**src/rtl/gpio_filter_pkg.sv**
```systemverilog
// Shared register map, mode encodings and reset constants for the GPIO input filter block.
package gpio_filter_pkg;

  localparam logic [1:0] ADDR_DIV   = 2'd0;
  localparam logic [1:0] ADDR_MASK  = 2'd1;
  localparam logic [1:0] ADDR_MODE  = 2'd2;
  localparam logic [1:0] ADDR_FLAGS = 2'd3;

  localparam logic MODE_BCAST = 1'b0;
  localparam logic MODE_RR    = 1'b1;

  localparam logic [7:0] MASK_RST = 8'hFF;
  localparam logic [1:0] PIPE_RST = 2'b11;

endpackage

```
**src/rtl/gpio_filter_chan.sv**
```systemverilog
// One glitch-filter channel: two-sample pipe, filtered level and registered edge pulses.
module gpio_filter_chan
  import gpio_filter_pkg::*;
(
  input  logic clk,
  input  logic reset_n,
  input  logic ena,
  input  logic din,
  output logic dout,
  output logic pos_edge,
  output logic neg_edge
);

  logic [1:0] pipe_reg;
  logic       dout_reg;
  logic       dout_next;
  logic       pos_reg;
  logic       neg_reg;

  // Level only changes once two consecutive enabled samples agree.
  always_comb begin
    dout_next = dout_reg;
    if (pipe_reg == 2'b00) begin
      dout_next = 1'b0;
    end else if (pipe_reg == 2'b11) begin
      dout_next = 1'b1;
    end
  end

  always_ff @(posedge clk or negedge reset_n) begin
    if (!reset_n) begin
      pipe_reg <= PIPE_RST;
      dout_reg <= 1'b1;
      pos_reg  <= 1'b0;
      neg_reg  <= 1'b0;
    end else begin
      if (ena) begin
        pipe_reg <= {pipe_reg[0], din};
      end
      dout_reg <= dout_next;
      pos_reg  <= dout_next & ~dout_reg;
      neg_reg  <= ~dout_next & dout_reg;
    end
  end

  assign dout     = dout_reg;
  assign pos_edge = pos_reg;
  assign neg_edge = neg_reg;

endmodule

```
**src/rtl/gpio_filter_ctrl.sv**
```systemverilog
// GPIO input conditioner: prescaler, broadcast/round-robin sample scheduling, sticky edge flags.
// Optional input synchronizer enabled by defining GPIO_FILTER_SYNC_EN.
module gpio_filter_ctrl
  import gpio_filter_pkg::*;
#(
  parameter int NCH   = 8,
  parameter int DIV_W = 8
) (
  input  logic             clk,
  input  logic             reset_n,
  input  logic             cfg_we,
  input  logic [1:0]       cfg_addr,
  input  logic [7:0]       cfg_wdata,
  output logic [7:0]       cfg_rdata,
  input  logic [NCH-1:0]   din,
  output logic [NCH-1:0]   dout,
  output logic [NCH-1:0]   pos_edge,
  output logic [NCH-1:0]   neg_edge,
  output logic             irq
);

  localparam int              PTR_W    = 3;
  localparam logic [PTR_W-1:0] PTR_LAST = PTR_W'(NCH - 1);

  logic [DIV_W-1:0] div_reg, cnt_reg, cnt_next;
  logic [NCH-1:0]   mask_reg, flags_reg, flags_next, clr, ena, din_f;
  logic [PTR_W-1:0] ptr_reg, ptr_next;
  logic             mode_reg;
  logic             tick, wr_div, wr_mask, wr_mode, wr_flags;

  assign wr_div   = cfg_we && (cfg_addr == ADDR_DIV);
  assign wr_mask  = cfg_we && (cfg_addr == ADDR_MASK);
  assign wr_mode  = cfg_we && (cfg_addr == ADDR_MODE);
  assign wr_flags = cfg_we && (cfg_addr == ADDR_FLAGS);
  assign tick     = (cnt_reg == '0);

  always_comb begin
    cnt_next = cnt_reg - DIV_W'(1);
    if (wr_div) begin
      cnt_next = cfg_wdata[DIV_W-1:0];
    end else if (tick) begin
      cnt_next = div_reg;
    end
    ptr_next = ptr_reg;
    if (wr_mode) begin
      ptr_next = '0;
    end else if (tick) begin
      ptr_next = (ptr_reg == PTR_LAST) ? '0 : ptr_reg + PTR_W'(1);
    end
    clr        = wr_flags ? cfg_wdata[NCH-1:0] : '0;
    flags_next = (flags_reg & ~clr) | pos_edge | neg_edge;
  end

  always_ff @(posedge clk or negedge reset_n) begin
    if (!reset_n) begin
      div_reg   <= '0;
      cnt_reg   <= '0;
      mask_reg  <= MASK_RST[NCH-1:0];
      mode_reg  <= MODE_BCAST;
      ptr_reg   <= '0;
      flags_reg <= '0;
    end else begin
      if (wr_div)  div_reg  <= cfg_wdata[DIV_W-1:0];
      if (wr_mask) mask_reg <= cfg_wdata[NCH-1:0];
      if (wr_mode) mode_reg <= cfg_wdata[0];
      cnt_reg   <= cnt_next;
      ptr_reg   <= ptr_next;
      flags_reg <= flags_next;
    end
  end

  always_comb begin
    cfg_rdata = '0;
    case (cfg_addr)
      ADDR_DIV:  cfg_rdata[DIV_W-1:0] = div_reg;
      ADDR_MASK: cfg_rdata[NCH-1:0]   = mask_reg;
      ADDR_MODE: cfg_rdata[0]         = mode_reg;
      default:   cfg_rdata[NCH-1:0]   = flags_reg;
    endcase
  end

  assign irq = |flags_reg;

`ifdef GPIO_FILTER_SYNC_EN
  logic [NCH-1:0] sync1_reg, sync2_reg;

  always_ff @(posedge clk or negedge reset_n) begin
    if (!reset_n) begin
      sync1_reg <= '1;
      sync2_reg <= '1;
    end else begin
      sync1_reg <= din;
      sync2_reg <= sync1_reg;
    end
  end
  assign din_f = sync2_reg;
`else
  assign din_f = din;
`endif

  // In round-robin mode only the channel under the pointer is sampled on a tick.
  for (genvar gi = 0; gi < NCH; gi++) begin : g_chan
    assign ena[gi] = tick & mask_reg[gi] &
                     ((mode_reg == MODE_BCAST) | (ptr_reg == PTR_W'(gi)));

    gpio_filter_chan u_chan (
      .clk      (clk),
      .reset_n  (reset_n),
      .ena      (ena[gi]),
      .din      (din_f[gi]),
      .dout     (dout[gi]),
      .pos_edge (pos_edge[gi]),
      .neg_edge (neg_edge[gi])
    );
  end

endmodule

```
**config.mk**
```make
export PLATFORM = sky130hd
export DESIGN_NAME = gpio_filter_ctrl
export DESIGN_NICKNAME = d
export VERILOG_FILES = /design/src/rtl/gpio_filter_pkg.sv /design/src/rtl/gpio_filter_chan.sv /design/src/rtl/gpio_filter_ctrl.sv
export SDC_FILE = /design/constraint.sdc
export NUM_CORES = 1
export LEC_CHECK = 0
export CAP_MARGIN = 5
export CORE_MARGIN = 2
export CORE_UTILIZATION = 47
export DETAILED_ROUTE_END_ITERATION = 12
export PLACE_DENSITY = 0.78
export RECOVER_POWER = 100
export SYNTH_ARGS = -nofsm -noshare
export SYNTH_HDL_FRONTEND = slang
export SYNTH_SLANG_ARGS = --single-unit
export TNS_END_PERCENT = 20
```
**constraint.sdc**
```tcl
create_clock -name clk -period 4.5 [get_ports clk]
set_clock_uncertainty 0.1 [all_clocks]
set_input_delay 0.675 -clock clk [delete_from_list [all_inputs] [get_ports clk]]
set_output_delay 0.675 -clock clk [all_outputs]
set_load 0.02 [all_outputs]
```
==> metrics.csv <==
metric;value;unit
status;finished with violations;
violations;capacitance limit, slew limit;
worstMarginPinSlew;2.349;ns
synth_edf_count;0;
multi_input_area;1436;um^2
start_util;48.14;%
syn_inst;325;
worstHoldEndpoint;flags_reg[7];
cp-start-kind;input pin;
grt_antenna_before_repair;0;
drcViolationCount;0;
cp_slowest_cell;dlygate4sd3_1;
wl;7317;um
ys_top_cells_by_area;dfrtp_1, dfstp_2, nand2_1;
cts_setup_buffers;0;
die_h;92.74;um
placed_cells_incl_taps;450;
synth_area_per_cell;11.39;um^2
grt_max_degree;46;
numCtsBuffers;9;
r2r_start;cnt_reg[0];
fmax;254.8;MHz
seq_power_share;49.8;%
worst-path-max-fanout;9;
viasPerCell;5.238;
postRouteAntennaNets;0;
ys_ff_latch;76;
relSlewSlack;-56.60;%
r2r_end;g_chan[4].u_chan.pipe_reg[1];
irDropWorstVdd;0.3293;mV
cts_resized;0;
critPathArrivalTime;3.15;ns
seqCellArea;1942;um^2
clkPwrFrac;22.7;%
path_clk_slew;0.07;ns
synthTopCellsByCount;nand2_1, dfrtp_1, dfstp_2, o21ai_0, buf_4;
dr.pass1.iters;4;
async_reset_ff_share;100.0;%
rows;32;
finalSetupViolations;0;
r2r_cells;6;
clockRootBuffer;clkbuf_8;
crit_path_end_kind;primary output;
cts_hold_buf;0;
gp_congestion;0.8478;
largest_register_ffs;16;
yosysUniqueCellTypes;38;
cp_top_family;buffers and inverters;
synth_top_cell_by_area;dfrtp_1;
net-switching-power;794.4;uW
p_comb_share;27.6;%
layout.nets;388;
yosysMostFrequentCell;nand2_1;
wl_per_cell;15.70;um
r2r_slack;1.16;ns
cts_max_level;3;
crit_path_max_incr_delay;0.77;ns
grt_pass1_wl;11960;um
hp-start;g_chan[7].u_chan.pos_edge;
min_period;3.924;ns
leakage;0.001900;uW
drtIter0Drc;80;
max_cap_violations;3;
min_delay_path_depth;1;
clock_path_buffers;2;
grt-ovfl-total;0;
drive_gt1_share;15.11;%
crit_type;in -> out;
hold_path.class;reg -> reg;
hpwl;5166;um
first_global_vias;2461;
ys.flop_type;dfrtp_1;
dp_slack;0.9986;ns
track_usage;18.45;%
final_util;55.89;%
core_area;7687;um^2
yosysSeqAreaShare;52.47;%
netlist.area_leader.share;29.75;%
period_share;87.20;%
yosysWarnings;0;
cts.sinks;76;
crit_chain;dlygate4sd3_1 -> clkbuf_1 -> mux4_2 -> dlygate4sd3_1;
slew_violations;72;
hold_ws;0.3521;ns
dieArea;8601;um^2
final-hold-violation-count;0;
setup_tns;0;ns
stdcell_count;466;
critPathBufInv;3;
cp.required;3.72;ns
nFillCells;695;
cellInternalPower;1598;uW
syn_nets;354;
syn-cell-area;3701;um^2
io_pins;54;
switching_share;33.20;%
diodes;0;
clk_latency;0.35;ns
rsz0062_at_grt;false;
io_buffers;53;
p_per_area;556.8;nW/um^2
tritoncts;yes;
area_growth;16.09;%
num_vias;2441;
setup_ws;0.5760;ns
crit_path_frequent_cell;dlygate4sd3_1;
die_w;92.74;um
## cells in the final DEF, fill, tap and decap left out, drive strengths merged, types with 3 or more instances in the layout
| cell type | instances |
|---|---|
| nand2 | 55 |
| a211o | 8 |
| dlygate4sd3 | 33 |
| a21oi | 5 |
| dfrtp | 44 |
| maj3 | 8 |
| nor3b | 10 |
| or3 | 3 |
| o21ai | 28 |
| clkdlybuf4s50 | 19 |
| mux2i | 7 |
| dfstp | 32 |
| inv | 10 |
| nor4 | 3 |
| mux2 | 25 |
| nand3 | 8 |
| ha | 8 |
| nand2b | 4 |
| nor2 | 15 |
| clkbuf | 16 |
## per-stage QoR
stage | power [uW] | instance area, um^2
4_1_cts | 2508 | 4365
3_3_place_gp | 1922 | 4153
6_report | 2393 | 4297
2_1_floorplan | 1731 | 3701
5_1_grt | 2550 | 4297
3_5_place_dp | 1958 | 4153
## worst register-to-register path: stages, from the launching register on
cell	delay, ns
dfrtp_1	0.40
inv_1	0.10
ha_1	0.20
or3b_2	0.52
nor2_1	1.28
nand3_1	0.32
mux2_2	0.37
## power by group through the flow
stage / Combinational [uW] / Clock, uW / Sequential (uW)
after detailed placement: 736 / 0 / 1220
after global routing: 733 / 584 / 1230
after CTS: 740 / 555 / 1210
final: 660 / 542 / 1190
after floorplan: 579 / 0 / 1150
after global placement: 713 / 0 / 1210
## how the worst max path moves through the flow
stage / startpoint / to / slack [ns] / cells past startpoint
floorplan: cfg_addr[1] / cfg_rdata[1] / 2.19 / 5
global placement: cfg_addr[0] / cfg_rdata[0] / 0.97 / 4
detailed placement: cfg_addr[0] / cfg_rdata[0] / 1.0 / 4
CTS: cfg_addr[0] / cfg_rdata[0] / 0.96 / 4
global route: cfg_addr[0] / cfg_rdata[0] / 0.48 / 4
finish: cfg_addr[0] / cfg_rdata[0] / 0.58 / 4
## area by class of cell
class,count,share of cell area [%]
tap,102,2.970
sequential,76,45.20
timing repair buffer,56,12.58
clock buffer,13,3.931
inverter,10,0.8736
multi-input combinational,206,33.43
clock inverter,3,1.019
## cell families (layout without fill, tap and decap cells)
group	Yosys count	count (layout)	synth area share (%)
AO/OA/AOI/OAI	46	46	7.437
XOR/XNOR	3	3	0.7101
adder cells (fa/ha/maj)	16	16	4.868
buffers and inverters	43	82	7.201
flip-flops	76	76	52.47
multiplexers	33	33	11.33
AND/OR/NAND/NOR	108	108	15.99
## per-layer routing
metal / routed length [um] / vias up / GRT usage, % / part of all wire, %
li1: - / 1157 / - / -
met1: 3142 / 1193 / 22.78 / 43
met2: 3538 / 71 / 29.99 / 48
met3: 409 / 20 / 5.370 / 5.6
met4: 227 / 0 / 8.456 / 3.1
met5: 0 / - / 0 / 0
Power figures use the tool's default switching activity.
